`config.mk`:
```
export PLATFORM = sky130hd
export DESIGN_NAME = jtopl_reg_wr
export DESIGN_NICKNAME = d
export VERILOG_FILES = /design/src/rtl/jtopl_pkg.sv /design/src/rtl/jtopl_wr_busy.sv /design/src/rtl/jtopl_reg_wr.sv
export SDC_FILE = /design/constraint.sdc
export NUM_CORES = 1
export LEC_CHECK = 0
export ABC_CLOCK_PERIOD_IN_PS = 1900
export CORE_MARGIN = 8
export CORE_UTILIZATION = 52
export CTS_BUF_LIST = sky130_fd_sc_hd__clkbuf_2
export CTS_CLUSTER_SIZE = 28
export DETAILED_ROUTE_END_ITERATION = 16
export PLACE_DENSITY = 0.84
export SYNTH_ARGS = -nofsm -noshare
export SYNTH_HDL_FRONTEND = slang
export SYNTH_SLANG_ARGS = --single-unit
```
`constraint.sdc`:
```
create_clock -name clk -period 1.9 [get_ports clk]
set_input_delay 0.19 -clock clk [delete_from_list [all_inputs] [get_ports clk]]
set_output_delay 0.19 -clock clk [all_outputs]
set_load 0.02 [all_outputs]
```
`src/rtl/jtopl_pkg.sv`:
```
// Shared constants and types for the OPL register write front end:
// register groups, default write-recovery times and the write FSM encoding.
package jtopl_pkg;

  localparam logic [3:0] GRP_A  = 4'hA;
  localparam logic [3:0] GRP_B  = 4'hB;
  localparam logic [3:0] GRP_C  = 4'hC;
  localparam logic [7:0] REG_BD = 8'hBD;
  localparam logic [3:0] MAX_CH = 4'd8;

  localparam int ADDR_WAIT_DEF = 12;
  localparam int DATA_WAIT_DEF = 84;
  localparam int BUSY_W        = 7;

  typedef enum logic [1:0] {
    ST_IDLE,
    ST_PEND,
    ST_STRB
  } wr_state_t;

  typedef enum logic [2:0] {
    UPD_NONE,
    UPD_FNUMLO,
    UPD_FNUMHI,
    UPD_FBCON,
    UPD_RHY
  } upd_t;

  // Maps a selected-register byte to the update it triggers on a data write.
  function automatic upd_t decode_sel(input logic [7:0] sel);
    upd_t kind;
    kind = UPD_NONE;
    if (sel == REG_BD) begin
      kind = UPD_RHY;
    end else if (sel[3:0] <= MAX_CH) begin
      case (sel[7:4])
        GRP_A:   kind = UPD_FNUMLO;
        GRP_B:   kind = UPD_FNUMHI;
        GRP_C:   kind = UPD_FBCON;
        default: kind = UPD_NONE;
      endcase
    end
    return kind;
  endfunction

endpackage

```
`src/rtl/jtopl_wr_busy.sv`:
```
// Write-recovery counter: loads on an accepted write, then counts down
// once per cen tick; busy is high while the count is nonzero.
module jtopl_wr_busy
  import jtopl_pkg::*;
(
  input  logic              clk,
  input  logic              rst,
  input  logic              load,
  input  logic [BUSY_W-1:0] load_val,
  input  logic              cen,
  output logic [BUSY_W-1:0] count,
  output logic              busy
);

  localparam logic [BUSY_W-1:0] ONE = BUSY_W'(1);

  logic [BUSY_W-1:0] r_count;

  // NOTE: sequential state uses non-blocking assignments so every register
  // samples pre-edge values, independent of statement order.
  always_ff @(posedge clk) begin
    if (rst) begin
      r_count <= '0;
    end else if (load) begin
      // A load wins over cen, so decrementing starts on the next cen tick.
      r_count <= load_val;
    end else if (cen && (r_count != '0)) begin
      r_count <= r_count - ONE;
    end
  end

  assign count = r_count;
  assign busy  = (r_count != '0);

endmodule

```
`src/rtl/jtopl_reg_wr.sv`:
```
// CPU write interface for the OPL register file: latches the register
// select and data, enforces write recovery, and issues one-cen update strobes.
module jtopl_reg_wr
  import jtopl_pkg::*;
#(
  parameter int ADDR_WAIT = ADDR_WAIT_DEF,
  parameter int DATA_WAIT = DATA_WAIT_DEF
) (
  input  logic       clk,
  input  logic       rst,
  input  logic       cen,
  input  logic       cs_n,
  input  logic       wr_n,
  input  logic       addr,
  input  logic [7:0] din,
  output logic       busy,
  output logic [3:0] up_ch,
  output logic       up_fnumlo,
  output logic       up_fnumhi,
  output logic       up_fbcon,
  output logic [7:0] dout,
  output logic       rhy_en,
  output logic [4:0] rhy_kon
);

  localparam logic [BUSY_W-1:0] ADDR_CNT = ADDR_WAIT[BUSY_W-1:0];
  localparam logic [BUSY_W-1:0] DATA_CNT = DATA_WAIT[BUSY_W-1:0];

  logic              w_busy;
  logic [BUSY_W-1:0] w_count;
  logic              w_wr;
  logic              w_addr_wr;
  logic              w_data_wr;
  logic [BUSY_W-1:0] w_load_val;
  wr_state_t         w_state_nxt;

  wr_state_t         r_state;
  upd_t              r_kind;
  logic [7:0]        r_sel;
  logic [3:0]        r_up_ch;
  logic [7:0]        r_dout;
  logic              r_rhy_en;
  logic [4:0]        r_rhy_kon;

  // Writes are edge-qualified only by the strobes, not by cen.
  assign w_wr       = !cs_n && !wr_n && !rst && (w_count == '0);
  assign w_addr_wr  = w_wr && !addr;
  assign w_data_wr  = w_wr && addr;
  assign w_load_val = addr ? DATA_CNT : ADDR_CNT;

  jtopl_wr_busy u_busy (
    .clk      (clk),
    .rst      (rst),
    .load     (w_wr),
    .load_val (w_load_val),
    .cen      (cen),
    .count    (w_count),
    .busy     (w_busy)
  );

  always_ff @(posedge clk) begin
    if (rst) begin
      r_state <= ST_IDLE;
    end else begin
      r_state <= w_state_nxt;
    end
  end

  always_comb begin
    w_state_nxt = r_state;
    up_fnumlo   = 1'b0;
    up_fnumhi   = 1'b0;
    up_fbcon    = 1'b0;
    case (r_state)
      ST_IDLE: if (w_data_wr) w_state_nxt = ST_PEND;
      ST_PEND: if (cen) w_state_nxt = ST_STRB;
      ST_STRB: begin
        up_fnumlo = (r_kind == UPD_FNUMLO);
        up_fnumhi = (r_kind == UPD_FNUMHI);
        up_fbcon  = (r_kind == UPD_FBCON);
        if (cen) w_state_nxt = ST_IDLE;
      end
      default: w_state_nxt = ST_IDLE;
    endcase
  end

  // Target channel, data and update kind are frozen at the data write so
  // they stay stable through PEND and STRB.
  always_ff @(posedge clk) begin
    if (rst) begin
      r_sel     <= '0;
      r_kind    <= UPD_NONE;
      r_up_ch   <= '0;
      r_dout    <= '0;
      r_rhy_en  <= 1'b0;
      r_rhy_kon <= '0;
    end else begin
      if (w_addr_wr) begin
        r_sel <= din;
      end
      if (w_data_wr) begin
        r_kind  <= decode_sel(r_sel);
        r_up_ch <= r_sel[3:0];
        r_dout  <= din;
      end
      if ((r_state == ST_PEND) && cen && (r_kind == UPD_RHY)) begin
        r_rhy_en  <= r_dout[5];
        r_rhy_kon <= r_dout[4:0];
      end
    end
  end

  assign busy    = w_busy;
  assign up_ch   = r_up_ch;
  assign dout    = r_dout;
  assign rhy_en  = r_rhy_en;
  assign rhy_kon = r_rhy_kon;

endmodule

```
Word level (Yosys, flattened, before mapping)

Index checks and enable logic that the tools add are counted.

$add $sub $neg: 1
Mux-type cells: 13
Order comparisons: 1
Equality and inequality tests: 13
Reductions and logical operators: 17

Operators by type and width:

| kind                                                                  | number |
|---|---|
| 7-bit two-way mux                                                     | 3 |
| 4-bit equality test, second input constant                            | 3 |
| 2-bit case mux with 3 select lines                                    | 2 |
| 8-bit equality test, second input constant                            | 1 |
| 1-bit logical AND                                                     | 8 |
| 2-bit two-way mux                                                     | 4 |
| 7-bit zero test                                                       | 1 |
| 7-bit nonzero test                                                    | 1 |
| 7-bit by 1-bit subtractor with 7-bit output, second input constant    | 1 |
| 3-bit by 2-bit equality test with 1-bit output, second input constant | 2 |
| 2-bit inequality test, second input constant                          | 3 |
| 4-bit <= comparator, second input constant                            | 1 |
| 1-bit zero test                                                       | 4 |
| 3-bit by 1-bit equality test with 1-bit output, second input constant | 1 |
| 3-bit equality test, second input constant                            | 1 |
| 1-bit two-way mux                                                     | 3 |
| 3-bit two-way mux                                                     | 1 |
| 3-bit AND reduction                                                   | 1 |
| 2-bit by 1-bit equality test with 1-bit output, second input constant | 1 |
| 2-bit equality test, second input constant                            | 1 |
| 2-bit zero test                                                       | 1 |
| 2-bit nonzero test                                                    | 1 |

Word-level logic and storage cells: 53
Output and inout bits: 22
Register bits after elaboration: 38

Longest topological paths before layout

Gate-level depths: netlist of run 1.

Depth after elaboration: 7
Mapped depth: 8
Gate-level depth less buffers: 6

By module

A second synthesis of run 1 with hierarchy kept.

Cells, all modules: 193
Area total of the unflattened synthesis: 1869.3 um^2

By module, submodules not included:

| module        | area an instance (um^2) | cells an instance | instances |
|---|---|---|---|
| jtopl_reg_wr  | 1433.9                  | 143               | 1 |
| jtopl_wr_busy | 435.4                   | 50                | 1 |

Worst setup path before layout of run 1

OpenSTA, ideal clock, no wires.

Kind: register to register
From: register u_busy.r_count[0] (netlist: u_busy.count[0])
To: register r_kind[2]
Buffers on the path: 0
Arrival time: 1.622 ns
Setup slack: 0.208 ns
Stages on the path, launching flop included: 7
Cell sequence: dfxtp_1 -> inv_1 -> ha_1 -> nor3b_2 -> nand4_4 -> or3_1 -> a21oi_1

Longest elaborated chain between the ends: 3

RTL lines:

| item                   | RTL line            | RTL |
|---|---|---|
| start, declared        | jtopl_wr_busy.sv:17 | `logic [BUSY_W-1:0] r_count;` |
| start signal, assigned | jtopl_wr_busy.sv:26 | `r_count <= load_val;` |
| start signal, assigned | jtopl_wr_busy.sv:28 | `r_count <= r_count - ONE;` |
| 7-bit zero test        | jtopl_reg_wr.sv:46  | `assign w_wr = !cs_n && !wr_n && !rst && (w_count == '0);` |
| 1-bit logical AND      | jtopl_reg_wr.sv:46  |  |
| 1-bit logical AND      | jtopl_reg_wr.sv:48  | `assign w_data_wr = w_wr && addr;` |
| end signal, assigned   | jtopl_reg_wr.sv:102 | `r_kind <= decode_sel(r_sel);` |
| end, declared          | jtopl_reg_wr.sv:38  | `upd_t r_kind;` |

No other way between the ends.
A chain may end at the register's enable or synchronous reset.

Final worst setup path of run 1

From: register u_busy.r_count[0] (netlist: u_busy.count[0])
To: output busy

Longest elaborated chain between the ends: 1

RTL lines:

| item               | RTL line            | RTL |
|---|---|---|
| 7-bit nonzero test | jtopl_wr_busy.sv:33 | `assign busy = (r_count != '0);` |
| end, declared      | jtopl_reg_wr.sv:16  | `output logic busy,` |

No other way between the ends.

==> reports/qor.csv, run 1 <==
metric,value,unit
ys_seq_elements,38,
path_max_fanout,5,
slew_violations,0,
setup_violations,0,
holdPathStages,3,
async_reset_ff_share,0,%
cts_tree,built,
layout.cells.non_filler,269,
via_count_of_the_routed_design,1491,
mostFrequentLayoutCell,sky130_fd_sc_hd__dfxtp_1,
cts.sinks,38,
synthAdderAreaFrac,0.7587,%
critical_path.cell_chain,inv_1 > ha_4 > nor3b_4 > nand2_1 > clkdlybuf4s15_2,
number_of_nets_with_antenna_violations_after_detailed_routing,0,
starting_density_of_the_core,54.46,%
synth.area.mux_share,9.863,%
crit_buf_inv,2,
whs_endpoint,dout[7],
worst_min_delay_path_category,input pin to flip-flop,
drt_pass_1_iters,4,
ctsRootBufferMaster,sky130_fd_sc_hd__clkbuf_2,
number_of_synthesis_warnings,0,
port-buffer-count,35,
worst-r2r-setup-slack,0.11,ns
grt.overflow.total,0,
clock_skew,0.01400,ns
cts_buffers,5,
maxSlewHeadroom,72.08,%
hold_path_startpoint,din[7],
crit-reg2reg-capture,dout[2],
rows,20,
timing.hold.ws,0.3480,ns
unrepaired_setup_endpoints_after_global_routing,no,
worstSetupStartpointType,flip-flop,
cp.arrival,1.63,ns
syn-mean-instance-area,9.061,um2
yosysSeqAreaShare,46.13,%
core-area,3028,um2
critical-path-slowest-cell,sky130_fd_sc_hd__dfxtp_2,
synth_xor_area_share,0.5311,%
final_nets,239,
finalHoldViolCount,0,
synth_edf_count,0,
p_leak,0.8546,nW
pwr_density_cell,997.1,nW/um2
share_of_cells_above_drive_strength_1,14.22,%
post-cts-setup-buffer-count,0,
io_pins,36,
largest_net_degree_at_the_start_of_global_routing,40,
ctsHtreeMaxLevel,2,
die_area,5229,um2
clock_latency,0.40,ns
final_core_util,71.12,%
setup.worst_path.class,flip-flop to output pin,
dp.final_hpwl,2.902,mm
max_slew.worst_pin.slew,0.4143,ns
drv_cap,0,
antenna_fix_cells,0,
highest_count_cells_in_the_layout_ignoring_fill_and_taps,"sky130_fd_sc_hd__dfxtp_1 (36), sky130_fd_sc_hd__nand2_1 (32), sky130_fd_sc_hd__clkdlybuf4s50_1 (31)",
cp_top_family,flip-flops,
crit_required,1.71,ns
cts.path.max_buffers,2,
post-route-min-period,1.820,ns
drt-vias-per-instance,5.543,
finalCritPeriodShare,95.79,%
grt_util_all_layers,16.53,%
die_h,72.32,um
drt_wl_total,4.022,mm
cts.reportedPaths.clkPinSlew,0.19,ns
status,"finished, final reports clean",
nFillCells,231,
dr.first_iter.drc_count,152,
max_freq,549.4,MHz
dominantRegCellSynth,sky130_fd_sc_hd__dfxtp_1,
syn-cell-area,1649,um2
timing.critical_path.slowest_cell_delay,0.38,ns
yosys.area_share.simple,27.47,%
area.growth.synth_to_final,30.58,%
ir_drop,0.7634,mV
critPathCaptureType,output pin,
die_width,72.32,um
post_synth_num_cell_types,39,
synth_top_family_by_area,simple AND/OR/NAND/NOR gates,
drc,0,
first_global_vias,1472,
syn-instance-count,182,
post-place-cells,261,
grt_first_pass_wirelength,6.975,mm
number_of_antenna_violations_at_the_first_check_in_global_routing,0,
fin_tns_setup,0,ns
timing.rr.start,u_busy.count[0],
reg2reg_depth,8,
synth_fp_nets,197,
wire_per_inst,14.95,um
synth_compound_area_share,11.08,%
gp_congestion,0.7927,
## worst max path at each step
stage	from	endpoint	slack (ns)	cells past startpoint
floorplan	u_busy.count[0]	r_kind[2]	0.21	6
detailed placement	u_busy.count[0]	u_busy.count[1]	-0.01	6
CTS	u_busy.count[0]	busy	0.03	5
finish	u_busy.count[0]	busy	0.08	5
global placement	cen	u_busy.count[3]	0.16	5
global route	u_busy.count[0]	busy	0.007	5
## flip-flops by register name, summed over array words and instances, names as in the netlist
register	flops
r_sel	8
u_busy.count	7
rhy_kon	5
rhy_en	1
r_state	2
r_kind	3
up_ch	4
dout	8
## where the power goes
group          switching [W]  total (W)  leakage (nW)  internal [W]
Combinational       0.000423   0.000814         0.520      0.000391
Clock               0.000273   0.000357        0.0264     0.0000837
Sequential          0.000104   0.000977         0.308      0.000873
## kinds of logic (layout without fill, tap and decap cells)
group | count (synthesis) | in the layout
adder cells (fa/ha/maj) | 1 | 1
AO/OA/AOI/OAI | 31 | 31
multiplexers | 16 | 16
buffers and inverters | 12 | 55
XOR/XNOR | 1 | 1
flip-flops | 38 | 38
AND/OR/NAND/NOR | 83 | 83
## what timing repair did
| action | in CTS | in global routing |
|---|---|---|
| cloned | 0 | 0 |
| resized for setup | 8 | 5 |
| endpoints found under the hold margin | 0 | 0 |
| hold buffers | 0 | 0 |
| endpoints found under the setup margin | 6 | 15 |
## metrics by stage
step | setup slack (ns) | cell area, um2 | power, W
after floorplan | 0.2077 | 1649 | 0.001455
after global routing | 0.007484 | 2153 | 0.002258
final | 0.07996 | 2153 | 0.002147
after detailed placement | -0.01174 | 2081 | 0.001732
after global placement | 0.1560 | 2081 | 0.001677
after CTS | 0.02795 | 2132 | 0.002086
## Yosys cell counts, types with 2 or more instances
cell,instances,area share [%]
sky130_fd_sc_hd__mux2_2,2,1.4
sky130_fd_sc_hd__nand2_1,32,7.3
sky130_fd_sc_hd__nand3_1,3,0.91
sky130_fd_sc_hd__nor3b_1,3,1.4
sky130_fd_sc_hd__nor2_1,21,4.8
sky130_fd_sc_hd__o31ai_1,2,0.91
sky130_fd_sc_hd__buf_6,2,1.4
sky130_fd_sc_hd__buf_4,2,0.91
sky130_fd_sc_hd__a21oi_1,21,6.4
sky130_fd_sc_hd__dfxtp_1,38,46
sky130_fd_sc_hd__mux2i_1,14,8.5
sky130_fd_sc_hd__inv_1,2,0.46
sky130_fd_sc_hd__a211oi_1,3,1.4
sky130_fd_sc_hd__nand4b_1,5,2.7
sky130_fd_sc_hd__clkbuf_1,5,1.1
sky130_fd_sc_hd__nand4_1,3,1.1
sky130_fd_sc_hd__nor3_2,2,1.2
## area by class of cell
cell class,instances,area [um2],share of cell area (%)
clock inverters,3,16.27,0.7554
clock buffers,5,25.02,1.162
repair buffers,45,435.4,20.22
inverters,2,7.507,0.3486
flip-flops and latches,38,763.2,35.44
well taps,44,55.05,2.557
multi-input cells,132,850.8,39.51
## metal layers
metal  track usage [%]  vias to the layer above  wire (um)  share of wire (%)
li1                  -                      724          -                  -
met1             18.22                      707       1753                 44
met2             27.68                       50       2018                 50
met3             6.336                       10        197                4.9
met4             6.803                        0         52                1.3
met5                 0                        -          0                  0
## worst reg2reg max path: cells and delay by family, from the launching register on
family / cells / cell delay [ns]
DFF: 1 / 0.38
adders and majority gates: 1 / 0.17
AOI/OAI and AO/OA: 1 / 0.16
buffers and inverters: 3 / 0.46
and+or+nand+nor: 3 / 0.55
Note: power is estimated with default switching activity, not from simulation.
==> run 2, diff against run 1 <==
PLACE_DENSITY = 0.82   (was 0.84)
==> reports/qor.csv, run 2 (synthesized netlist as in run 1, its figures left out) <==
metric,value,unit,change
number_of_antenna_violations_at_the_first_check_in_global_routing,0,,unchanged
gp_congestion,0.8211,,+3.6%
clock_latency,0.41,ns,about the same
cts.sinks,38,,unchanged
path_max_fanout,5,,unchanged
core-area,3028,um2,unchanged
crit_required,1.71,ns,about the same
port-buffer-count,35,,unchanged
drv_cap,0,,unchanged
starting_density_of_the_core,54.46,%,unchanged
finalCritPeriodShare,91.60,%,-4.2 points
ctsHoldBuffers,0,,unchanged
unrepaired_setup_endpoints_after_global_routing,no,,
status,"finished, final reports clean",,
die_h,72.32,um,unchanged
io_pins,36,,unchanged
max_freq,574.6,MHz,+4.6%
post-place-cells,262,,+0.38%
cp.arrival,1.55,ns,-0.08 ns
die_area,5229,um2,unchanged
via_count_of_the_routed_design,1474,,-1.1%
number_of_nets_with_antenna_violations_after_detailed_routing,0,,unchanged
dr.first_iter.drc_count,117,,-23%
largest_net_degree_at_the_start_of_global_routing,40,,unchanged
final_nets,240,,+0.42%
setup_violations,0,,unchanged
die_width,72.32,um,unchanged
drt-vias-per-instance,5.480,,-1.1%
wire_per_inst,14.86,um,-0.65%
worst_min_delay_path_category,input pin to flip-flop,,
drc,0,,unchanged
grt.overflow.total,0,,unchanged
ctsHtreeMaxLevel,2,,unchanged
slew_violations,0,,unchanged
setup.worst_path.class,flip-flop to output pin,,
totalPowerFinal,0.002262,W,+5.4%
first_global_vias,1411,,-4.1%
clock_skew,0.01730,ns,+0.003308 ns
worstSetupStartpointType,flip-flop,,
drt_pass_1_iters,4,,unchanged
ctsRootBufferMaster,sky130_fd_sc_hd__clkbuf_2,,
ir_drop,0.5085,mV,-33%
share_of_cells_above_drive_strength_1,14.67,%,+0.44 points
critPathCaptureType,output pin,,
mostFrequentLayoutCell,sky130_fd_sc_hd__dfxtp_1,,
drt_wl_total,3.996,mm,-0.65%
nFillCells,253,,+9.5%
post-cts-setup-buffer-count,0,,unchanged
p_leak,0.8691,nW,+1.7%
dp.final_hpwl,2.784,mm,-4.1%
max_slew.worst_pin.slew,0.3917,ns,-0.02256 ns
cts_tree,built,,
cts.path.max_buffers,2,,unchanged
grt_first_pass_wirelength,6.582,mm,-5.6%
area.growth.synth_to_final,31.71,%,
pwr_density_cell,1041,nW/um2,+4.4%
antenna_fix_cells,0,,unchanged
rows,20,,unchanged
cts.reportedPaths.clkPinSlew,0.19,ns,about the same
highest_count_cells_in_the_layout_ignoring_fill_and_taps,"sky130_fd_sc_hd__dfxtp_1 (36), sky130_fd_sc_hd__nand2_1 (32), sky130_fd_sc_hd__clkdlybuf4s50_1 (31)",,
post-route-min-period,1.740,ns,-0.07970 ns
maxSlewHeadroom,73.60,%,+1.5 points
cts_buffers,5,,unchanged
grt_util_all_layers,15.86,%,-0.66 points
layout.cells.non_filler,269,,unchanged
finalHoldViolCount,0,,unchanged
-- run 2: per-stage QoR --
step	TNS (ns)	hold WS, ns	util, %	cell area (um2)	setup slack [ns]
CTS	-0.02738	0.3276	71.53	2166	-0.02738
floorplan	0	0.3305	-	1649	0.2077
finish	0	0.3464	71.74	2172	0.1597
global route	0	0.3324	71.74	2172	0.02159
global placement	0	0.4441	68.97	2088	0.1447
detailed placement	-0.007320	0.4489	68.97	2088	-0.007320
-- run 2: worst paths after layout --
| check | end | depth (start not counted) | startpoint | slack [ns] |
|---|---|---|---|---|
| worst max-delay path | up_fbcon | 3 | r_state[0] | 0.16 |
| worst min-delay path | dout[2] | 3 | din[2] | 0.35 |
| worst max register to register | u_busy.count[0] | 6 | u_busy.count[1] | 0.17 |
| worst min register to register | r_state[0] | 1 | r_state[1] | 0.47 |
-- run 2: what timing repair did --
action	in CTS	in global routing
cloned	0	0
endpoints found under the hold margin	0	0
setup endpoints to repair	6	10
gates resized for setup	10	5
-- run 2: final cells by class --
class	instances	area [um2]	share of cell area, %
multi-input combinational	132	850.8	39.17
sequential	38	763.2	35.14
timing repair buffer	46	436.7	20.10
tap	44	55.05	2.535
clock inverter	2	33.78	1.555
clock buffer	5	25.02	1.152
inverter	2	7.507	0.3456
-- run 2: critical path, stage by stage (launching register included) --
cell and delay [ns]:
sky130_fd_sc_hd__dfxtp_1 0.39, sky130_fd_sc_hd__nor3b_2 0.24, sky130_fd_sc_hd__and3_1 0.18, sky130_fd_sc_hd__dlygate4sd2_1 0.33
-- run 2: report_power, final --
part | leakage [nW] | internal, W | switching, W
Clock | 0.0365 | 0.000212 | 0.000269
Combinational | 0.525 | 0.000394 | 0.000412
Sequential | 0.308 | 0.000873 | 0.000102
-- run 2: routing by layer --
metal  part of all wire (%)  vias to the layer above  track usage [%]
met5                      0                        -                0
met1                     45                      686            18.77
met2                     46                       49            24.17
met4                    2.6                        0            9.524
met3                    7.1                       10            5.372
li1                       -                      729                -
